--- config.mk ---
export PLATFORM = sky130hd
export DESIGN_NAME = trap_seq_flat
export DESIGN_NICKNAME = d
export VERILOG_FILES = /design/src/rtl/trap_seq_pkg.sv /design/src/rtl/trap_seq_if.sv /design/src/rtl/trap_seq_irq_prio.sv /design/src/rtl/trap_seq.sv /design/src/flat_wrapper.sv
export SDC_FILE = /design/constraint.sdc
export NUM_CORES = 1
export LEC_CHECK = 0
export CAP_MARGIN = 30
export CORE_MARGIN = 8
export CORE_UTILIZATION = 34
export CTS_BUF_LIST = sky130_fd_sc_hd__clkbuf_4 sky130_fd_sc_hd__clkbuf_8 sky130_fd_sc_hd__clkbuf_16
export DETAILED_ROUTE_END_ITERATION = 8
export HOLD_SLACK_MARGIN = 0.15
export PLACE_DENSITY = 0.73
export SLEW_MARGIN = 25
export SYNTH_ARGS = -nofsm -noshare
export SYNTH_HDL_FRONTEND = slang
export SYNTH_HIERARCHICAL = 1
export SYNTH_SLANG_ARGS = --single-unit
--- constraint.sdc ---
create_clock -name clk -period 8.6 [get_ports clk]
set_input_delay 1.72 -clock clk [delete_from_list [all_inputs] [get_ports clk]]
set_output_delay 1.72 -clock clk [all_outputs]
set_load 0.01 [all_outputs]
--- src/rtl/trap_seq_pkg.sv ---
// Shared definitions for the trap-entry/exit sequencer.
// Contents:
//   - CSR addresses written by the sequencer.
//   - mstatus and mie bit positions.
//   - Machine interrupt cause codes.
//   - FSM state encoding.
package trap_pkg;

  localparam logic [11:0] CSR_MSTATUS = 12'h300;
  localparam logic [11:0] CSR_MEPC    = 12'h341;
  localparam logic [11:0] CSR_MCAUSE  = 12'h342;
  localparam logic [11:0] CSR_MTVAL   = 12'h343;

  localparam int MSTATUS_MIE    = 3;
  localparam int MSTATUS_MPIE   = 7;
  localparam int MSTATUS_MPP_LO = 11;
  localparam int MSTATUS_MPP_HI = 12;

  // mie enable bits sit at the same index as the matching cause code
  localparam int MIE_MSI = 3;
  localparam int MIE_MTI = 7;
  localparam int MIE_MEI = 11;

  localparam logic [3:0] IRQ_CODE_MSI = 4'd3;
  localparam logic [3:0] IRQ_CODE_MTI = 4'd7;
  localparam logic [3:0] IRQ_CODE_MEI = 4'd11;

  typedef enum logic [2:0] {
    S_IDLE,
    S_W_MEPC,
    S_W_MCAUSE,
    S_W_MTVAL,
    S_W_MSTATUS,
    S_M_MSTATUS,
    S_REDIRECT
  } state_t;

endpackage

--- src/rtl/trap_seq_if.sv ---
// Bus bundle between the commit point / CSR file / fetch and the trap
// sequencer.
//   - master: the pipeline side. It drives the commit, exception and
//     interrupt lines and the CSR read values, and receives the CSR
//     write, flush, stall and redirect signals.
//   - slave: the sequencer (trap_seq).
interface trap_seq_if #(
  parameter int XLEN = 32
);
  logic            commit_valid;
  logic [XLEN-1:0] commit_pc;
  logic            exc_valid;
  logic [3:0]      exc_code;
  logic [XLEN-1:0] exc_tval;
  logic            mret_valid;
  logic            irq_meip;
  logic            irq_msip;
  logic            irq_mtip;
  logic [XLEN-1:0] mstatus_q;
  logic [XLEN-1:0] mie_q;
  logic [XLEN-1:0] mtvec_q;
  logic [XLEN-1:0] mepc_q;
  logic            csr_we;
  logic [11:0]     csr_waddr;
  logic [XLEN-1:0] csr_wdata;
  logic            flush;
  logic            stall;
  logic            redirect_valid;
  logic [XLEN-1:0] redirect_pc;
  logic            busy;

  modport master (
    output commit_valid, commit_pc, exc_valid, exc_code, exc_tval,
           mret_valid, irq_meip, irq_msip, irq_mtip,
           mstatus_q, mie_q, mtvec_q, mepc_q,
    input  csr_we, csr_waddr, csr_wdata, flush, stall,
           redirect_valid, redirect_pc, busy
  );

  modport slave (
    input  commit_valid, commit_pc, exc_valid, exc_code, exc_tval,
           mret_valid, irq_meip, irq_msip, irq_mtip,
           mstatus_q, mie_q, mtvec_q, mepc_q,
    output csr_we, csr_waddr, csr_wdata, flush, stall,
           redirect_valid, redirect_pc, busy
  );

endinterface

--- src/rtl/trap_seq_irq_prio.sv ---
// Combinational machine-interrupt pending/priority encoder.
// Inputs:
//   - Raw interrupt lines.
//   - The matching mie enable bits.
//   - The global mstatus.MIE bit.
// Outputs:
//   - irq_take: some interrupt is pending and enabled.
//   - irq_code: cause code of the winner.
// Priority order: MEI > MSI > MTI.
module irq_prio
  import trap_pkg::*;
(
  input  logic       irq_meip,
  input  logic       irq_msip,
  input  logic       irq_mtip,
  input  logic       mstatus_mie,
  input  logic       mie_meie,
  input  logic       mie_msie,
  input  logic       mie_mtie,
  output logic       irq_take,
  output logic [3:0] irq_code
);

  always_comb begin
    irq_take = 1'b0;
    irq_code = '0;
    if (mstatus_mie) begin
      if (irq_meip && mie_meie) begin
        irq_take = 1'b1;
        irq_code = IRQ_CODE_MEI;
      end else if (irq_msip && mie_msie) begin
        irq_take = 1'b1;
        irq_code = IRQ_CODE_MSI;
      end else if (irq_mtip && mie_mtie) begin
        irq_take = 1'b1;
        irq_code = IRQ_CODE_MTI;
      end
    end
  end

endmodule

--- src/rtl/trap_seq.sv ---
// Trap-entry/exit sequencer for the RV32I pipeline.
// In IDLE it accepts one event per committing instruction. Priority is
// exception > MRET > pending interrupt.
// Trap entry:
//   - C0: flush.
//   - C1..C4: write mepc, mcause, mtval, mstatus over the single CSR
//     write port.
//   - C5: redirect fetch to the trap vector.
// MRET:
//   - C0: flush.
//   - C1: write mstatus.
//   - C2: redirect fetch to mepc.
// Ports:
//   - clk, rst: clock and asynchronous active-high reset.
//   - bus (slave modport): commit/exception/MRET/interrupt inputs, CSR read
//     values, CSR write port, flush, stall, redirect and busy outputs.
module trap_seq
  import trap_pkg::*;
#(
  parameter int              XLEN        = 32,
  parameter logic [XLEN-1:0] RESET_MTVEC = '0
) (
  input  logic       clk,
  input  logic       rst,
  trap_seq_if.slave  bus
);

  state_t          state, state_nxt;
  logic            is_mret_r, is_irq_r;
  logic [3:0]      code_r;
  logic [XLEN-1:0] epc_r, tval_r;
  logic            irq_take;
  logic [3:0]      irq_code;
  logic            accept;
  logic            unused_mie;

  assign unused_mie = ^{bus.mie_q[XLEN-1:12], bus.mie_q[10:8],
                        bus.mie_q[6:4], bus.mie_q[2:0]};

  irq_prio u_irq_prio (
    .irq_meip    (bus.irq_meip),
    .irq_msip    (bus.irq_msip),
    .irq_mtip    (bus.irq_mtip),
    .mstatus_mie (bus.mstatus_q[MSTATUS_MIE]),
    .mie_meie    (bus.mie_q[MIE_MEI]),
    .mie_msie    (bus.mie_q[MIE_MSI]),
    .mie_mtie    (bus.mie_q[MIE_MTI]),
    .irq_take    (irq_take),
    .irq_code    (irq_code)
  );

  function automatic logic [XLEN-1:0] trap_mstatus(input logic [XLEN-1:0] ms);
    logic [XLEN-1:0] r;
    r                                = ms;
    r[MSTATUS_MPIE]                  = ms[MSTATUS_MIE];
    r[MSTATUS_MIE]                   = 1'b0;
    r[MSTATUS_MPP_HI:MSTATUS_MPP_LO] = 2'b11;
    return r;
  endfunction

  function automatic logic [XLEN-1:0] mret_mstatus(input logic [XLEN-1:0] ms);
    logic [XLEN-1:0] r;
    r                                = ms;
    r[MSTATUS_MIE]                   = ms[MSTATUS_MPIE];
    r[MSTATUS_MPIE]                  = 1'b1;
    r[MSTATUS_MPP_HI:MSTATUS_MPP_LO] = 2'b11;
    return r;
  endfunction

  // Vectored offset applies only to interrupts; exceptions always use the base.
  function automatic logic [XLEN-1:0] trap_target(input logic [XLEN-1:0] tvec,
                                                  input logic            irq,
                                                  input logic [3:0]      code);
    logic [XLEN-1:0] base;
    base = {tvec[XLEN-1:2], 2'b00};
    if (tvec == '0)
      return RESET_MTVEC;
    else if (irq && tvec[1:0] == 2'b01)
      return base + XLEN'({code, 2'b00});
    else
      return base;
  endfunction

  // Gated with rst so that outputs read all-zero for the whole reset window,
  // even while the commit inputs are still toggling.
  assign accept = (state == S_IDLE) && !rst && bus.commit_valid &&
                  (bus.exc_valid || bus.mret_valid || irq_take);

  always_ff @(posedge clk or posedge rst) begin
    if (rst) begin
      state     <= S_IDLE;
      is_mret_r <= 1'b0;
      is_irq_r  <= 1'b0;
    end else begin
      state <= state_nxt;
      if (accept) begin
        is_mret_r <= !bus.exc_valid && bus.mret_valid;
        is_irq_r  <= !bus.exc_valid && !bus.mret_valid;
      end
    end
  end

  // Capture stage: trap payload latched at C0; never re-read from the bus.
  always_ff @(posedge clk) begin
    if (accept) begin
      epc_r  <= bus.commit_pc;
      code_r <= bus.exc_valid ? bus.exc_code : irq_code;
      tval_r <= bus.exc_valid ? bus.exc_tval : '0;
    end
  end

  always_comb begin
    state_nxt          = state;
    bus.csr_we         = 1'b0;
    bus.csr_waddr      = '0;
    bus.csr_wdata      = '0;
    bus.flush          = 1'b0;
    bus.stall          = 1'b0;
    bus.busy           = 1'b0;
    bus.redirect_valid = 1'b0;
    bus.redirect_pc    = '0;
    unique case (state)
      S_IDLE: begin
        if (accept) begin
          bus.flush = 1'b1;
          bus.stall = 1'b1;
          bus.busy  = 1'b1;
          state_nxt = (!bus.exc_valid && bus.mret_valid) ? S_M_MSTATUS : S_W_MEPC;
        end
      end
      S_W_MEPC: begin
        bus.stall     = 1'b1;
        bus.busy      = 1'b1;
        bus.csr_we    = 1'b1;
        bus.csr_waddr = CSR_MEPC;
        bus.csr_wdata = epc_r;
        state_nxt     = S_W_MCAUSE;
      end
      S_W_MCAUSE: begin
        bus.stall     = 1'b1;
        bus.busy      = 1'b1;
        bus.csr_we    = 1'b1;
        bus.csr_waddr = CSR_MCAUSE;
        bus.csr_wdata = {is_irq_r, {(XLEN-5){1'b0}}, code_r};
        state_nxt     = S_W_MTVAL;
      end
      S_W_MTVAL: begin
        bus.stall     = 1'b1;
        bus.busy      = 1'b1;
        bus.csr_we    = 1'b1;
        bus.csr_waddr = CSR_MTVAL;
        bus.csr_wdata = tval_r;
        state_nxt     = S_W_MSTATUS;
      end
      S_W_MSTATUS: begin
        bus.stall     = 1'b1;
        bus.busy      = 1'b1;
        bus.csr_we    = 1'b1;
        bus.csr_waddr = CSR_MSTATUS;
        bus.csr_wdata = trap_mstatus(bus.mstatus_q);
        state_nxt     = S_REDIRECT;
      end
      S_M_MSTATUS: begin
        bus.stall     = 1'b1;
        bus.busy      = 1'b1;
        bus.csr_we    = 1'b1;
        bus.csr_waddr = CSR_MSTATUS;
        bus.csr_wdata = mret_mstatus(bus.mstatus_q);
        state_nxt     = S_REDIRECT;
      end
      S_REDIRECT: begin
        bus.stall          = 1'b1;
        bus.busy           = 1'b1;
        bus.redirect_valid = 1'b1;
        bus.redirect_pc    = is_mret_r ? (bus.mepc_q & ~XLEN'(3))
                                       : trap_target(bus.mtvec_q, is_irq_r, code_r);
        state_nxt          = S_IDLE;
      end
      default: state_nxt = S_IDLE;
    endcase
  end

endmodule

--- src/flat_wrapper.sv ---
// flat-port wrapper written by rule: the top's interface ports become plain ports
module trap_seq_flat import trap_pkg::*;
#(
  parameter int              XLEN        = 32,
  parameter logic [XLEN-1:0] RESET_MTVEC = '0
)
  (clk, rst, bus_commit_valid, bus_commit_pc, bus_exc_valid, bus_exc_code, bus_exc_tval, bus_mret_valid, bus_irq_meip, bus_irq_msip, bus_irq_mtip, bus_mstatus_q, bus_mie_q, bus_mtvec_q, bus_mepc_q, bus_csr_we, bus_csr_waddr, bus_csr_wdata, bus_flush, bus_stall, bus_redirect_valid, bus_redirect_pc, bus_busy);
  trap_seq_if #(.XLEN(XLEN)) bus_i ();
  input  logic clk;
  input  logic rst;
  input wire logic [$bits(bus_i.commit_valid)-1:0] bus_commit_valid;
  input wire logic [$bits(bus_i.commit_pc)-1:0] bus_commit_pc;
  input wire logic [$bits(bus_i.exc_valid)-1:0] bus_exc_valid;
  input wire logic [$bits(bus_i.exc_code)-1:0] bus_exc_code;
  input wire logic [$bits(bus_i.exc_tval)-1:0] bus_exc_tval;
  input wire logic [$bits(bus_i.mret_valid)-1:0] bus_mret_valid;
  input wire logic [$bits(bus_i.irq_meip)-1:0] bus_irq_meip;
  input wire logic [$bits(bus_i.irq_msip)-1:0] bus_irq_msip;
  input wire logic [$bits(bus_i.irq_mtip)-1:0] bus_irq_mtip;
  input wire logic [$bits(bus_i.mstatus_q)-1:0] bus_mstatus_q;
  input wire logic [$bits(bus_i.mie_q)-1:0] bus_mie_q;
  input wire logic [$bits(bus_i.mtvec_q)-1:0] bus_mtvec_q;
  input wire logic [$bits(bus_i.mepc_q)-1:0] bus_mepc_q;
  output wire logic [$bits(bus_i.csr_we)-1:0] bus_csr_we;
  output wire logic [$bits(bus_i.csr_waddr)-1:0] bus_csr_waddr;
  output wire logic [$bits(bus_i.csr_wdata)-1:0] bus_csr_wdata;
  output wire logic [$bits(bus_i.flush)-1:0] bus_flush;
  output wire logic [$bits(bus_i.stall)-1:0] bus_stall;
  output wire logic [$bits(bus_i.redirect_valid)-1:0] bus_redirect_valid;
  output wire logic [$bits(bus_i.redirect_pc)-1:0] bus_redirect_pc;
  output wire logic [$bits(bus_i.busy)-1:0] bus_busy;
  assign bus_i.commit_valid = bus_commit_valid;
  assign bus_i.commit_pc = bus_commit_pc;
  assign bus_i.exc_valid = bus_exc_valid;
  assign bus_i.exc_code = bus_exc_code;
  assign bus_i.exc_tval = bus_exc_tval;
  assign bus_i.mret_valid = bus_mret_valid;
  assign bus_i.irq_meip = bus_irq_meip;
  assign bus_i.irq_msip = bus_irq_msip;
  assign bus_i.irq_mtip = bus_irq_mtip;
  assign bus_i.mstatus_q = bus_mstatus_q;
  assign bus_i.mie_q = bus_mie_q;
  assign bus_i.mtvec_q = bus_mtvec_q;
  assign bus_i.mepc_q = bus_mepc_q;
  assign bus_csr_we = bus_i.csr_we;
  assign bus_csr_waddr = bus_i.csr_waddr;
  assign bus_csr_wdata = bus_i.csr_wdata;
  assign bus_flush = bus_i.flush;
  assign bus_stall = bus_i.stall;
  assign bus_redirect_valid = bus_i.redirect_valid;
  assign bus_redirect_pc = bus_i.redirect_pc;
  assign bus_busy = bus_i.busy;
  trap_seq #(.XLEN(XLEN), .RESET_MTVEC(RESET_MTVEC)) u_core (.clk(clk), .rst(rst), .bus(bus_i));
endmodule
# After elaboration in Yosys (flattened, before gate mapping)
# Cells that the tools add are included.
[totals] register_bits=73 input_bits=204 output_inout_bits=81
[op_classes] addsub=1 eq_ne=8 n_mux=23 n_reduce_logical=19
[op_table] cell="$pmux 32 s5" count=1
[op_table] cell="$mux 32" count=4
[op_table] cell="$pmux 10 s4" count=1
[op_table] cell="$add 32x6->32" count=1
[op_table] cell="$logic_not 32->1" count=1
[op_table] cell="$pmux 3 s5" count=1
[op_table] cell="$mux 3" count=4
[op_table] cell="$mux 4" count=3
[op_table] cell="$eq 3x3->1 const B" count=3
[op_table] cell="$logic_and 1x1->1" count=9
[op_table] cell="$mux 1" count=8
[op_table] cell="$eq 3x2->1 const B" count=2
[op_table] cell="$reduce_or 6->1" count=1
[op_table] cell="$reduce_or 5->1" count=1
[op_table] cell="$eq 3x1->1 const B" count=1
[op_table] cell="$logic_not 1->1" count=3
[op_table] cell="$logic_not 3->1" count=1
[op_table] cell="$eq 2x1->1 const B" count=1
[op_table] cell="$logic_or 1x1->1" count=2
[op_table] cell="$ne 2x1->1 const B" count=1
[op_table] cell="$pmux 1 s2" count=1
[op_table] cell="$reduce_or 2->1" count=1

# Depth between registers and ports, before layout
[depth] depth_word=9 mapped_depth=8 ltp_nobuf=7

# Cells and area by module
# Netlist, hierarchy kept.
[modules_own_cells] mod="trap_seq" n_inst=1 cells_each=483 area_per_inst_um2=4660.7 seq_area_each_um2=2167.1
[modules_own_cells] mod="irq_prio" n_inst=1 cells_each=7 area_per_inst_um2=55.1 seq_area_each_um2=0.0

# Worst setup path before layout
# No wires, ideal clock.
[synth_path] kind="in2out" from="in bus_mtvec_q[2]" to="out bus_redirect_pc[12]" arrival_time_ns=3.393 required_time_ns=6.880 setup_slack_ns=3.487 path_stages=8 cell_sequence="ha_1 > fa_1 > a211oi_1 > nor2_1 > clkbuf_1 > a21boi_0 > o21ai_1 > a21oi_1"
[synth_via] elab_chain_len=5 elab_cells_between_ends=6
[synth_lines] item="from (decl)" line="flat_wrapper.sv:22" text="input wire logic [$bits(bus_i.mtvec_q)-1:0] bus_mtvec_q;"
[synth_lines] item="$add 32x6->32" line="trap_seq.sv:79" text="return base + XLEN'({code, 2'b00});"
[synth_lines] item="$mux 32" line="trap_seq.sv:78" text="else if (irq && tvec[1:0] == 2'b01)"
[synth_lines] item="$mux 32 (*)" line="trap_seq.sv:76" text="if (tvec == '0)"
[synth_lines] item="$mux 32 (*)" line="trap_seq.sv:175" text="bus.redirect_pc = is_mret_r ? (bus.mepc_q & ~XLEN'(3))"
[synth_lines] item="$mux 32 (*)" line="trap_seq.sv:122" text="unique case (state)"
[synth_lines] item="to (decl)" line="flat_wrapper.sv:30" text="output wire logic [$bits(bus_i.redirect_pc)-1:0] bus_redirect_pc;"
# Every way passes the cells marked *; elsewhere a longest branch is shown, timed or not.

# Final worst setup path
[layout_path] from="in bus_mtvec_q[2]" to="out bus_redirect_pc[30]"
# Same word-level chain as after synthesis.

==> summary.md <==
| Metric | Value |
|---|---|
| Clock share of power | `20.3%` |
| Root Buffer | `clkbuf_16` |
| Post-DP HPWL | `13700 µm` |
| Setup violators final | `0` |
| FP Rows | `43` |
| Setup Buffers After CTS | `0` |
| Switching fraction of total power | `36.3%` |
| WHS | `694 ps` |
| Setup TNS | `0 ps` |
| Max Root-Sink Buffers | `2` |
| Post-route ant nets | `0` |
| Clock transition at the registers of the reported paths | `60 ps` |
| Design Power | `0.00166 W` |
| F_max | `~150 MHz` |
| Setup WS post-layout | `2140 ps` |
| Worst rel slew slack | `between 40% and 50%` |
| Final hold vios | `0` |
| CP startpoint kind | `input port` |
| Die height | `134 µm` |
| CP arrival | `4740 ps` |
| Hold-fix buffer count after cts | `0` |
| Final slew viol count | `0` |
| Area grow syn2layout | `59.3%` |
| Most used cell, CP | `clkdlybuf4s50_1` |
| Unrepaired setup endpoints after global routing | `false` |
| Clock Latency Late Sink | `330 ps` |
| Via count | `4661` |
| FFs w/ async S/R, synth | `6.85%` |
| Fin crit period | `6460 ps` |
| Slowest CP cell | `nor2_1` |
| Ordered list of cells on the worst path | `clkdlybuf4s50_1 > ha_1 > fa_1 > a211oi_1 > nor2_1 > and3_1 > a41oi_1 > a21oi_1 > clkdlybuf4s50_1` |
| Ant diodes | `0` |
| Share of layout cells above drive strength 1 | `6.50%` |
| Non-filler cells, final | `903` |
| Htree depth | `3` |
| Number of global-route vias before repair | `5005` |
| Post-synth EDFFs | `68` |
| I/O Pins | `285` |
| Starting DRT DRC Count | `292` |
| Sink Count | `73` |
| Tightest Hold Check Type | `reg -> reg` |
| Seq cells post-synth | `73` |
| Yosys cell types | `60` |
| Hold depth | `2` |
| CP endpoint kind | `output pin` |
| Final Skew | `5.96 ps` |
| DR WL/cell | `just under 20 µm` |
| CTS tree | `done` |
| Comb power frac | `51.1%` |
| Vias/cell | `5.16` |
| GRT overflow | `0` |
| P_int | `0.00106 W` |
| DRC | `0` |
| Chip width | `134 µm` |
| Kind of critical path | `in -> out` |
| Synth warn | `6` |
| Worst Max-Slew Pin Slew | `872 ps` |
| Total Routing Usage GR | `around a fifth` |
| Fillers | `1198` |
| Worst-case vdd ir drop | `approximately 140 µV` |
| Reg2Reg Depth | `5` |
| Pre-CTS WS | `between 2000 and 2500 ps` |
| Initial antenna violation count | `0` |
| Num CTS Buffers | `9` |
| # resized after CTS | `0` |
| Syn_area_per_cell | `slightly below 10 µm²` |
| Largest net degree at the start of global routing | `48` |
| Worst stage delay on the critical path | `690 ps` |
| Synth Instances | `490` |
| Die area | `0.0179 mm²` |
| Max_cap viols | `0` |
| Seq/Total Area, Yosys | `46.0%` |
| PwrDens | `221 mW/mm²` |
| Core area | `0.0137 mm²` |
| Sequential share of power | `between 20 and 30%` |
| Status | `complete, no violations` |
| Leak | `2.71 nW` |
| Final Cycle Share | `75.1%` |
| Drt pass-1 iters | `5` |
| Port Buf Inserts | `about 240` |
| Cell area after synthesis | `0.00472 mm²` |
| Most used DFF post-synth | `edfxtp_1` |
| Worst-path fanout max | `12` |
| P_sw | `roughly 0.00060 W` |
| RD Place Congestion | `between 0.9 and 1` |
| Placed cell count | `between 800 and 900` |
| WL final | `between 15000 and 20000 µm` |
| First-pass GRT wire length | `26900 µm` |
| Crit path required time | `6880 ps` |
| Initial core utilization | `34.4%` |
| # nets final | `927` |
[worst max-delay path: cells and delay by family]
kind / cells / cell delay, ps
buf+inv: 2 / 1080
fa+ha+maj: 2 / 460
compound gates: 3 / 450
simple gates: 2 / 1010
[power groups by stage]
| stage | Combinational, W | Sequential [W] | Clock (W) |
|---|---|---|---|
| 3_5_place_dp | 0.000845 | 0.000480 | 0 |
| 3_3_place_gp | 0.000841 | 0.000479 | 0 |
| 5_1_grt | 0.000917 | 0.000479 | 0.000356 |
| 6_report | 0.000847 | 0.000473 | 0.000337 |
| 2_1_floorplan | 0.000426 | 0.000453 | 0 |
| 4_1_cts | 0.000853 | 0.000473 | 0.000343 |
[cell usage in the layout (no fill, tap or decap), types with 3 or more instances in the layout]
cell,instances
a211oi_1,3
a21o_1,3
a21oi_1,15
a22oi_1,10
a32oi_1,3
and2_1,37
and3_1,5
and4_1,4
buf_4,6
clkbuf_16,9
clkdlybuf4s50_1,242
conb_1,9
dfrtp_1,4
edfxtp_1,68
ha_1,4
inv_1,12
mux2_2,9
mux2i_1,25
nand2_1,72
nand3_1,10
nand4_1,10
nor2_1,18
nor3_1,6
nor4_1,9
o21ai_0,36
o21ai_1,24
xnor2_1,5
xor2_1,14
[per-layer routing]
layer | track usage (%) | up-vias | share of wire [%]
met4 | 6.30 | 0 | 1.9
li1 | - | 2225 | -
met2 | 30.7 | 278 | 45
met1 | 21.2 | 2135 | 39
met5 | 0 | - | 0
met3 | 9.24 | 23 | 14
[synth_stat cells (6+ instances only)]
cell	instances	area, µm²
nor3_1	6	30.0
edfxtp_1	68	2040
clkbuf_1	16	60.1
inv_1	13	48.8
nor4_1	9	56.3
and2_1	37	231
a22oi_1	10	75.1
o21ai_0	36	180
a21oi_1	15	75.1
nand3_1	10	50.1
nor2_1	18	67.6
nand4_1	10	62.6
buf_4	13	97.6
buf_2	11	55.1
nand2_1	72	270
mux2_2	9	101
o21ai_1	24	120
mux2i_1	25	250
xor2_1	14	123
[path summary, 6_finish.rpt]
kind / end / slack [ps] / start
worst max-delay path: bus_redirect_pc[30] / 2140 / bus_mtvec_q[2]
worst min-delay path: u_core/is_irq_r$_DFFE_PP0P_ / 690 / u_core/is_irq_r$_DFFE_PP0P_
worst max register to register: u_core/epc_r[12]$_DFFE_PP_ / 5760 / u_core/state[0]$_DFFE_PP0P_
worst min register to register: u_core/is_irq_r$_DFFE_PP0P_ / 690 / u_core/is_irq_r$_DFFE_PP0P_
max in group asynchronous: u_core/state[1]$_DFFE_PP0P_ / 6790 / rst
min in group asynchronous: u_core/is_irq_r$_DFFE_PP0P_ / 1620 / rst
[area by class of cell]
cell class / count / area (µm²) / share of cell area, %
repair buffers: 249 / 2480 / 33.0
clock inverters: 7 / 46.3 / 0.616
flip-flops and latches: 73 / 2170 / 28.9
inverters: 14 / 52.6 / 0.700
well taps: 180 / 225 / 3.00
clock buffers: 9 / 225 / 3.00
multi-input cells: 371 / 2320 / 30.8
[through the flow]
stage          cell area (µm²)  utilization (%)
4_1_cts                   7500             54.7
6_report                  7510             54.8
5_1_grt                   7510             54.8
2_1_floorplan             4750                -
3_5_place_dp              7230             52.7
3_3_place_gp              7220             52.6
[flip-flops by register name (all words and copies together), names as in the netlist]
register and cells:
u_core/code_r 4, u_core/tval_r 32, u_core/epc_r 32, u_core/state 3
u_core/is_mret_r 1, u_core/is_irq_r 1
[cell families after synthesis]
logic type               count (synthesis)  share of synthesized area, %
AND/OR/NAND/NOR                        193                          21.7
buffers and inverters                   54                          5.62
multiplexers                            34                          7.46
AO/OA/AOI/OAI                          111                          14.2
XOR/XNOR                                19                          3.53
flip-flops                              73                          46.0
other                                    1                        0.0795
adder cells (fa/ha/maj)                  5                          1.49
Power figures use the tool's default switching activity.
